==> src/rtl/rgb888_to_ycbcr422.sv <==
// RGB888 to BT.601 limited-range YCbCr 4:2:2 for the ADV7513 transmit path.
// Five-stage pipeline: products, sum/round/shift, offset/clamp, chroma pairing,
// output register. DE/HSYNC/VSYNC ride a matching delay line so the outputs
// drive the HDMI TX data and sync pins directly.
module rgb888_to_ycbcr422 #(
   parameter int LATENCY    = 5,     // fixed; the datapath is built for 5 only
   parameter bit CHROMA_AVG = 1'b1   // 1 = average chroma over pixel pairs, 0 = decimate
) (
   input  logic       pixel_clk,
   input  logic       reset_n,
   input  logic       in_de,
   input  logic       in_hsync,
   input  logic       in_vsync,
   input  logic [7:0] in_r,
   input  logic [7:0] in_g,
   input  logic [7:0] in_b,
   output logic       out_de,
   output logic       out_hsync,
   output logic       out_vsync,
   output logic [7:0] out_y,
   output logic [7:0] out_cbcr
);

   // timing delay lines; index 0 is aligned with S1, index 4 with S5
   logic [LATENCY-1:0] de_q;
   logic [LATENCY-1:0] hs_q;
   logic [LATENCY-1:0] vs_q;

   // S1 products, kept as unsigned magnitudes; signs are applied in S2
   logic [15:0] p_yr_q, p_yg_q, p_yb_q;
   logic [15:0] p_ur_q, p_ug_q, p_ub_q;
   logic [15:0] p_vr_q, p_vg_q, p_vb_q;

   // S2 rounded/shifted components, before offset
   logic signed [19:0] y_sum, cb_sum, cr_sum;
   logic signed [11:0] y2_d, cb2_d, cr2_d;
   logic signed [11:0] y2_q, cb2_q, cr2_q;

   // S3 offset and clamped components
   logic signed [12:0] y_off, cb_off, cr_off;
   logic [7:0]         y3_d, cb3_d, cr3_d;
   logic [7:0]         y3_q, cb3_q, cr3_q;

   // S4 pixel under chroma pairing
   logic [7:0] y4_q, cb4_q, cr4_q;
   logic       phase_d, phase_q;
   logic [7:0] cr_prev_q;
   logic [8:0] cb_pair_sum, cr_pair_sum;
   logic [7:0] cbcr_sel;

   // S5 output register
   logic [7:0] out_y_d, out_cbcr_d;
   logic [7:0] out_y_q, out_cbcr_q;

   function automatic logic [7:0] clamp8(input logic signed [12:0] v,
                                         input logic signed [12:0] lo,
                                         input logic signed [12:0] hi);
      logic [7:0] r;
      if (v < lo) begin
         r = lo[7:0];
      end else if (v > hi) begin
         r = hi[7:0];
      end else begin
         r = v[7:0];
      end
      return r;
   endfunction

   // sync and DE pure delays; syncs idle high, DE idles low
   always_ff @(posedge pixel_clk or negedge reset_n) begin
      if (!reset_n) begin
         de_q <= '0;
         hs_q <= '1;
         vs_q <= '1;
      end else begin
         de_q <= {de_q[LATENCY-2:0], in_de};
         hs_q <= {hs_q[LATENCY-2:0], in_hsync};
         vs_q <= {vs_q[LATENCY-2:0], in_vsync};
      end
   end

   // S1: coefficient products
   always_ff @(posedge pixel_clk or negedge reset_n) begin
      if (!reset_n) begin
         p_yr_q <= '0;
         p_yg_q <= '0;
         p_yb_q <= '0;
         p_ur_q <= '0;
         p_ug_q <= '0;
         p_ub_q <= '0;
         p_vr_q <= '0;
         p_vg_q <= '0;
         p_vb_q <= '0;
      end else begin
         p_yr_q <= 16'd66  * 16'(in_r);
         p_yg_q <= 16'd129 * 16'(in_g);
         p_yb_q <= 16'd25  * 16'(in_b);
         p_ur_q <= 16'd38  * 16'(in_r);
         p_ug_q <= 16'd74  * 16'(in_g);
         p_ub_q <= 16'd112 * 16'(in_b);
         p_vr_q <= 16'd112 * 16'(in_r);
         p_vg_q <= 16'd94  * 16'(in_g);
         p_vb_q <= 16'd18  * 16'(in_b);
      end
   end

   // S2 combinational: signed sum, +128 rounding, floor shift by 8
   always_comb begin
      y_sum  = $signed({4'd0, p_yr_q}) + $signed({4'd0, p_yg_q})
             + $signed({4'd0, p_yb_q}) + 20'sd128;
      cb_sum = $signed({4'd0, p_ub_q}) - $signed({4'd0, p_ur_q})
             - $signed({4'd0, p_ug_q}) + 20'sd128;
      cr_sum = $signed({4'd0, p_vr_q}) - $signed({4'd0, p_vg_q})
             - $signed({4'd0, p_vb_q}) + 20'sd128;
      y2_d   = y_sum[19:8];
      cb2_d  = cb_sum[19:8];
      cr2_d  = cr_sum[19:8];
   end

   // S2 register
   always_ff @(posedge pixel_clk or negedge reset_n) begin
      if (!reset_n) begin
         y2_q  <= '0;
         cb2_q <= '0;
         cr2_q <= '0;
      end else begin
         y2_q  <= y2_d;
         cb2_q <= cb2_d;
         cr2_q <= cr2_d;
      end
   end

   // S3 combinational: add offsets and clamp to the limited range
   always_comb begin
      y_off  = $signed({y2_q[11], y2_q})   + 13'sd16;
      cb_off = $signed({cb2_q[11], cb2_q}) + 13'sd128;
      cr_off = $signed({cr2_q[11], cr2_q}) + 13'sd128;
      y3_d   = clamp8(y_off,  13'sd16, 13'sd235);
      cb3_d  = clamp8(cb_off, 13'sd16, 13'sd240);
      cr3_d  = clamp8(cr_off, 13'sd16, 13'sd240);
   end

   // S3 register
   always_ff @(posedge pixel_clk or negedge reset_n) begin
      if (!reset_n) begin
         y3_q  <= 8'd16;
         cb3_q <= 8'd128;
         cr3_q <= 8'd128;
      end else begin
         y3_q  <= y3_d;
         cb3_q <= cb3_d;
         cr3_q <= cr3_d;
      end
   end

   // phase of the pixel entering S4: odd only when it directly follows an even
   // valid pixel, so every DE run (including after a 1-cycle gap) starts on Cb
   always_comb begin
      phase_d = 1'b0;
      if (de_q[2] && de_q[3]) begin
         phase_d = ~phase_q;
      end
   end

   // S4 register, phase and held Cr of the previous (even) pixel
   always_ff @(posedge pixel_clk or negedge reset_n) begin
      if (!reset_n) begin
         y4_q      <= 8'd16;
         cb4_q     <= 8'd128;
         cr4_q     <= 8'd128;
         phase_q   <= 1'b0;
         cr_prev_q <= 8'd128;
      end else begin
         y4_q    <= y3_q;
         cb4_q   <= cb3_q;
         cr4_q   <= cr3_q;
         phase_q <= phase_d;
         if (de_q[3]) begin
            cr_prev_q <= cr4_q;
         end
      end
   end

   // S4 chroma pairing; an even pixel averages with its partner in S3 only
   // when that partner is valid, which keeps pairing inside one DE run
   always_comb begin
      cb_pair_sum = {1'b0, cb4_q} + {1'b0, cb3_q} + 9'd1;
      cr_pair_sum = {1'b0, cr_prev_q} + {1'b0, cr4_q} + 9'd1;
      cbcr_sel    = cb4_q;
      if (CHROMA_AVG) begin
         if (phase_q) begin
            cbcr_sel = cr_pair_sum[8:1];
         end else if (de_q[2]) begin
            cbcr_sel = cb_pair_sum[8:1];
         end
      end else if (phase_q) begin
         cbcr_sel = cr4_q;
      end
      out_y_d    = 8'd16;
      out_cbcr_d = 8'd128;
      if (de_q[3]) begin
         out_y_d    = y4_q;
         out_cbcr_d = cbcr_sel;
      end
   end

   // S5 output register; blanking forces black in limited range
   always_ff @(posedge pixel_clk or negedge reset_n) begin
      if (!reset_n) begin
         out_y_q    <= 8'd16;
         out_cbcr_q <= 8'd128;
      end else begin
         out_y_q    <= out_y_d;
         out_cbcr_q <= out_cbcr_d;
      end
   end

   assign out_de    = de_q[LATENCY-1];
   assign out_hsync = hs_q[LATENCY-1];
   assign out_vsync = vs_q[LATENCY-1];
   assign out_y     = out_y_q;
   assign out_cbcr  = out_cbcr_q;

endmodule

==> config.mk <==
export PLATFORM = sky130hd
export DESIGN_NAME = rgb888_to_ycbcr422
export DESIGN_NICKNAME = d
export VERILOG_FILES = /design/src/rtl/rgb888_to_ycbcr422.sv
export SDC_FILE = /design/constraint.sdc
export NUM_CORES = 1
export LEC_CHECK = 0
export ABC_CLOCK_PERIOD_IN_PS = 6040
export BUFFER_PORTS_ARGS = -buffer_cell sky130_fd_sc_hd__buf_4
export CAP_MARGIN = 20
export CORE_MARGIN = 2
export CORE_UTILIZATION = 60
export CTS_CLUSTER_SIZE = 12
export DETAILED_ROUTE_END_ITERATION = 7
export GPL_ROUTABILITY_DRIVEN = 0
export MAX_ROUTING_LAYER = met4
export PLACE_DENSITY = 0.77
export SYNTH_ARGS = -nofsm -noshare
export SYNTH_HDL_FRONTEND = slang
export SYNTH_SLANG_ARGS = --single-unit
==> constraint.sdc <==
create_clock -name pixel_clk -period 6.04 [get_ports pixel_clk]
set_input_delay 0.604 -clock pixel_clk [delete_from_list [all_inputs] [get_ports pixel_clk]]
set_output_delay 0.604 -clock pixel_clk [all_outputs]
set_load 0.005 [all_outputs]
==> Yosys cells after proc, flatten, opt, wreduce, memory -nomap -nowiden <==
Index checks and enable logic that the tools add are counted.
{ "totals": {"register_bits": 237, "elab_cells": 69, "input_bits": 29} }
{ "classes": {"mux": 11, "bitwise_logic": 1, "n_lt_le_gt_ge": 6, "reduce_logical": 1, "n_addsub": 16, "multipliers": 9} }
{ "op_table": {"columns": ["operator", "n"], "rows": [
  ["8-bit 2-to-1 mux", 10],
  ["6-bit by 8-bit multiplier with 14-bit output, first input constant", 3],
  ["17-bit by 9-bit adder with 18-bit output, second input constant", 2],
  ["5-bit by 8-bit multiplier with 13-bit output, first input constant", 2],
  ["10-bit by 9-bit adder with 11-bit output, second input constant", 2],
  ["11-bit by 9-bit > comparator with 1-bit output, second input constant", 2],
  ["11-bit by 6-bit less-than comparator with 1-bit output, second input constant", 2],
  ["3-bit by 8-bit multiplier with 11-bit output, first input constant", 2],
  ["18-bit by 8-bit adder with 19-bit output, second input constant", 1],
  ["17-bit by 13-bit adder with 18-bit output", 1],
  ["8-bit by 8-bit adder with 9-bit output", 2],
  ["9-bit by 1-bit adder with 9-bit output, second input constant", 2],
  ["15-bit by 16-bit adder with 17-bit output", 1],
  ["16-bit by 14-bit subtractor with 17-bit output", 1],
  ["16-bit by 16-bit subtractor with 17-bit output", 1],
  ["8-bit by 8-bit multiplier with 16-bit output, first input constant", 1],
  ["15-bit by 14-bit subtractor with 16-bit output", 1],
  ["15-bit by 15-bit subtractor with 16-bit output", 1],
  ["11-bit by 5-bit adder with 12-bit output, second input constant", 1],
  ["12-bit by 8-bit > comparator with 1-bit output, second input constant", 1],
  ["12-bit by 5-bit less-than comparator with 1-bit output, second input constant", 1],
  ["4-bit by 8-bit multiplier with 12-bit output, first input constant", 1],
  ["1-bit logical AND", 1],
  ["1-bit 2-to-1 mux", 1],
  ["1-bit NOT", 1]
]} }

==> Logic depth before layout (Yosys ltp) <==
{ "logic_depth": {"depth_word": 5, "ltp_mapped": 15, "ltp_nobuf": 15} }

==> Worst setup path before layout <==
No wires, ideal clock.
{ "synth_path": {"path_type": "in2reg", "from": "input in_g[2]", "to": "register p_vg_q[14]", "path_buffers": 0, "path_slack_ps": 2098, "cell_stages": 14, "setup_time_ps": 116, "arrival_ps": 3827, "path_cell_list": "inv_1 fa_1 inv_1 ha_1 inv_1 fa_1 inv_1 fa_1 a21o_1 a21oi_2 o21ai_1 o41ai_2 or4b_1 o311ai_0"} }
{ "synth_via": {"elab_chain_len": 1} }
{ "synth_rtl": {"columns": ["element", "line_no", "rtl"], "rows": [
  ["start, declared", "15", "input logic [7:0] in_g,"],
  ["6-bit by 8-bit multiplier with 14-bit output", "102", "p_vg_q <= 16'd94 * 16'(in_g);"],
  ["end signal, assigned", "102", null],
  ["end, declared", "32", "logic [15:0] p_vr_q, p_vg_q, p_vb_q;"]
]} }
No other way between the ends.
A chain may end at the register's enable or synchronous reset.

==> Worst setup path in the final report <==
{ "layout_path": {"from": "register p_vr_q[4]", "to": "register cr2_q[6]"} }
{ "layout_via": {"elab_chain_len": 3} }
{ "layout_rtl": {"columns": ["element", "line_no", "rtl"], "rows": [
  ["start, declared", "32", null],
  ["start signal, assigned", "101", "p_vr_q <= 16'd112 * 16'(in_r);"],
  ["15-bit by 15-bit subtractor with 16-bit output", "113", "cr_sum = $signed({4'd0, p_vr_q}) - $signed({4'd0, p_vg_q})"],
  ["16-bit by 14-bit subtractor with 17-bit output", "114", "- $signed({4'd0, p_vb_q}) + 20'sd128;"],
  ["17-bit by 9-bit adder with 18-bit output", "114", null],
  ["via cr_sum[14]", "35", "logic signed [19:0] y_sum, cb_sum, cr_sum;"],
  ["end signal, assigned", "129", "cr2_q <= cr2_d;"],
  ["end, declared", "37", "logic signed [11:0] y2_q, cb2_q, cr2_q;"]
]} }
The timed path passes the listed nets, and every way through them passes these cells.

==> parameters.txt <==
Parameter                              Value

Synthesis
  Fraction of registers with async set or reset after synthesis ... 100%
  Commonest register cell after synthesis ... sky130_fd_sc_hd__dfrtp_1
  Avg Inst Size Synth ... roughly 11 um^2
  Net count after synthesis ... about 1.7k
  Number of enable flip-flop cells after synthesis ... 0
  Number of library cell types mapped by synthesis ... about 60
  Number of cells produced by synthesis ... around 1.4k
  Share of the yosys chip area belonging to registers ... 38.2%
  Post-synth design cell area ... 14800 um^2
  Post-synthesis register bit count ... 225
  Synth Warn # ... 0

Run
  Max-cap violations ... 0

Clock tree
  Cts repair resizes ... 0
  # H-tree levels ... 1
  Post-CTS setup repair buffer count ... 0
  TritonCTS clock tree ... yes
  Clock transition at the registers of the reported paths ... 0.06 ns
  Count of hold buffers inserted by post-cts repair ... 0
  Inserted Clock Buffers ... 24
  Clk buf depth ... 3
  Clock network latency to the later pin of the worst-skew pair ... 0.52 ns
  Number of sinks driven by the clock tree ... between 200 and 250
  Cell at the root of the clock tree ... sky130_fd_sc_hd__clkbuf_16

GRT
  Total grt overflow ... 0
  Vias in the first global route ... about 10k
  Number of antenna violations at the first check in global routing ... 0
  Wire length of the first global-routing pass ... approximately 48000 um
  Global Route met2 Usage ... 40.1%
  Most Crowded Layer GR ... met2
  Total global routing track utilization ... about a quarter
  Met1 usage ... about 31%
  Met3 track demand over resource in global routing ... under 10%
  Largest net degree at the start of global routing ... 82

STA
  F_max ... 260 MHz
  Setup-violating endpoint count in the final report ... 0
  Worst slew pin tran ... 0.969 ns
  Shortest period the worst path allows ... 3.85 ns
  Tightest slew margin relative to the limit ... a little over a third
  Sum Neg Setup Slack ... 0 ns
  Hold Violations, Final ... 0
  Worst clock skew ... about 0.014 ns
  Final-report max-slew violation count ... 0
  Setup repair after global routing missed its margin ... no
  Final clock period utilization by the worst path ... 63.7%

Power and ir drop
  Power share of the combinational group ... around 58%
  Maximum vdd ir drop ... 393 uV
  Internal power of the cells ... roughly 5.4 mW
  Power share of the sequential group ... 26.2%
  Power density relative to cell area ... 559 nW/um^2
  Net switching power ... between 3 and 4 mW
  Total leakage power ... between 8 and 9 nW
  Switch share ... a little over 40%
  Proportion of power drawn by the clock network ... 16.1%

Route
  Detail Route Antenna Nets ... 0
  Via count ... between 9k and 10k
  Remaining DRCs ... 0
  Vias per cell ... ~5.4
  Detailed-route wire length ... 28500 um
  Number of DRC violations after detailed-routing iteration 0 ... about 490
  Number of search-and-repair iterations in the first detailed-routing pass ... 5
  Wire per inst ... 16.1 um

Floorplanning
  Initial Utilization ... about 60%
  I/O pin cnt ... between 40 and 50
  Standard-cell row count ... between 50 and 60
  Die width ... around 160 um
  DIE AREA ... between 20000 and 30000 um^2
  Area of the core ... between 20000 and 25000 um^2
  Die height ... 161 um

Final layout
  Diode count ... 0
  Commonest non-fill, non-tap cells in the layout ... 267 x sky130_fd_sc_hd__ha_1, 206 x sky130_fd_sc_hd__dfrtp_1, 193 x sky130_fd_sc_hd__inv_1
  Fin nets ... 1781
  Post-layout instance area ... around 16000 um^2
  Layout cell share with drive strength beyond 1 ... 8.68%
  Area Overhead vs Synth ... 10.5%
  Most common cell after layout, fill and taps aside ... sky130_fd_sc_hd__ha_1

Worst hold path
  Hold Path Class ... in2async

Critical path
  Type of the worst setup path ... reg2reg
  Required time at the worst-slack endpoint ... around 6.4 ns
  Kind of end point of the critical path ... register
  Startpoint type of the worst setup path ... register
  Max Fanout on Critical Path ... 5
  Worst path arrival time ... about 4.2 ns

Place
  # port buffers ... 47
  Total cell area at the placement stage ... 15600 um^2
  Final HPWL from detailed placement ... around 23000 um

Outcome
  Result of the run ... completed
-- power by group through the flow --
stage | sequential [mW] | combinational [mW] | clock (mW)
finish | 2.40 | 5.29 | 1.47
CTS | 2.39 | 5.30 | 1.50
floorplan | 2.30 | 4.15 | 0
global placement | 2.40 | 5.05 | 0
detailed placement | 2.41 | 5.22 | 0
global route | 2.45 | 6.03 | 1.56
-- synthesized netlist by cell type (19+ instances only) --
cell	n	share of area, %
sky130_fd_sc_hd__xor2_1	32	1.9
sky130_fd_sc_hd__fa_1	60	8.1
sky130_fd_sc_hd__dfrtp_1	206	35
sky130_fd_sc_hd__nor3_1	28	0.95
sky130_fd_sc_hd__nor2_1	61	1.5
sky130_fd_sc_hd__dfstp_2	19	3.4
sky130_fd_sc_hd__inv_1	193	4.9
sky130_fd_sc_hd__nor2b_1	22	0.93
sky130_fd_sc_hd__and2_1	20	0.84
sky130_fd_sc_hd__nand2_1	48	1.2
sky130_fd_sc_hd__ha_1	267	23
sky130_fd_sc_hd__o21ai_0	37	1.2
sky130_fd_sc_hd__xnor2_1	73	4.3
sky130_fd_sc_hd__a21o_1	39	2.0
sky130_fd_sc_hd__a21oi_1	72	2.4
-- path summary, 6_finish.rpt --
check | from | end | slack [ns] | cells after the start
worst min register to register | cr3_q[6] | cr4_q[6] | 0.34 | 0
worst max-delay path | p_vr_q[4] | cr2_q[6] | 2.19 | 14
min in group pixel_clk | in_hsync | hs_q[0] | 0.19 | 1
worst max register to register | p_vr_q[4] | cr2_q[6] | 2.19 | 14
worst min-delay path | reset_n | out_y[3] | 0.03 | 1
max in group asynchronous | reset_n | cb2_q[1] | 4.65 | 2
-- critical path: stages (launching register included) --
cell and delay (ns):
sky130_fd_sc_hd__dfrtp_1 0.48, sky130_fd_sc_hd__ha_1 0.39, sky130_fd_sc_hd__nor4b_1 0.39, sky130_fd_sc_hd__o211ai_1 0.16
sky130_fd_sc_hd__a21boi_0 0.19, sky130_fd_sc_hd__nor2_1 0.08, sky130_fd_sc_hd__xnor2_1 0.29, sky130_fd_sc_hd__ha_1 0.31
sky130_fd_sc_hd__ha_1 0.36, sky130_fd_sc_hd__a21o_1 0.18, sky130_fd_sc_hd__a21oi_1 0.18, sky130_fd_sc_hd__o211ai_1 0.18
sky130_fd_sc_hd__and3_1 0.24, sky130_fd_sc_hd__o21ai_0 0.19, sky130_fd_sc_hd__a31oi_1 0.10
-- through the flow --
| stage | setup WS (ns) | hold WS [ns] | power (mW) | std cells | utilization, % |
|---|---|---|---|---|---|
| after global routing | 1.87 | 0.0627 | 10.0 | 1764 | 67.4 |
| after CTS | 2.25 | 0.0476 | 9.19 | 1764 | 67.4 |
| final | 2.19 | 0.0279 | 9.15 | 1764 | 67.4 |
| after floorplan | 2.10 | 0.308 | 6.45 | 1355 | - |
| after detailed placement | 1.69 | 0.335 | 7.63 | 1723 | 64.1 |
| after global placement | 1.80 | 0.332 | 7.45 | 1723 | 64.1 |
-- flip-flops by register name, indices dropped and copies added, names as in the netlist, 11 cells and up --
name,count
p_yg_q,16
p_vg_q,13
p_yr_q,13
p_ug_q,12
p_vb_q,12
p_ur_q,11
p_vr_q,11
-- kinds of logic (layout without fill, tap and decap cells) --
logic type / Yosys count / after routing / share of synthesized area [%]
adder cells (fa/ha/maj): 327 / 327 / 30.6
AO/OA/AOI/OAI: 244 / 244 / 10.8
AND/OR/NAND/NOR: 241 / 241 / 8.16
flip-flops: 225 / 225 / 38.2
buffers and inverters: 199 / 284 / 5.04
XOR/XNOR: 105 / 105 / 6.21
multiplexers: 14 / 14 / 1.02
-- area by class of cell --
cell class / count / area [um^2]
Sequential cell: 225 / 5650
Tap cell: 324 / 405
Clock buffer: 37 / 719
Inverter: 194 / 728
Multi-Input combinational cell: 931 / 8420
Clock inverter: 4 / 81.3
Timing Repair Buffer: 49 / 375
Fill cell: 1863 / 7940
-- per-layer routing --
layer	vias to the layer above	routed length (um)
li1	4754	-
met1	4605	13000
met2	159	13700
met3	48	937
met4	0	877
met5	-	0
No activity file was read; power rests on OpenSTA's default activity.
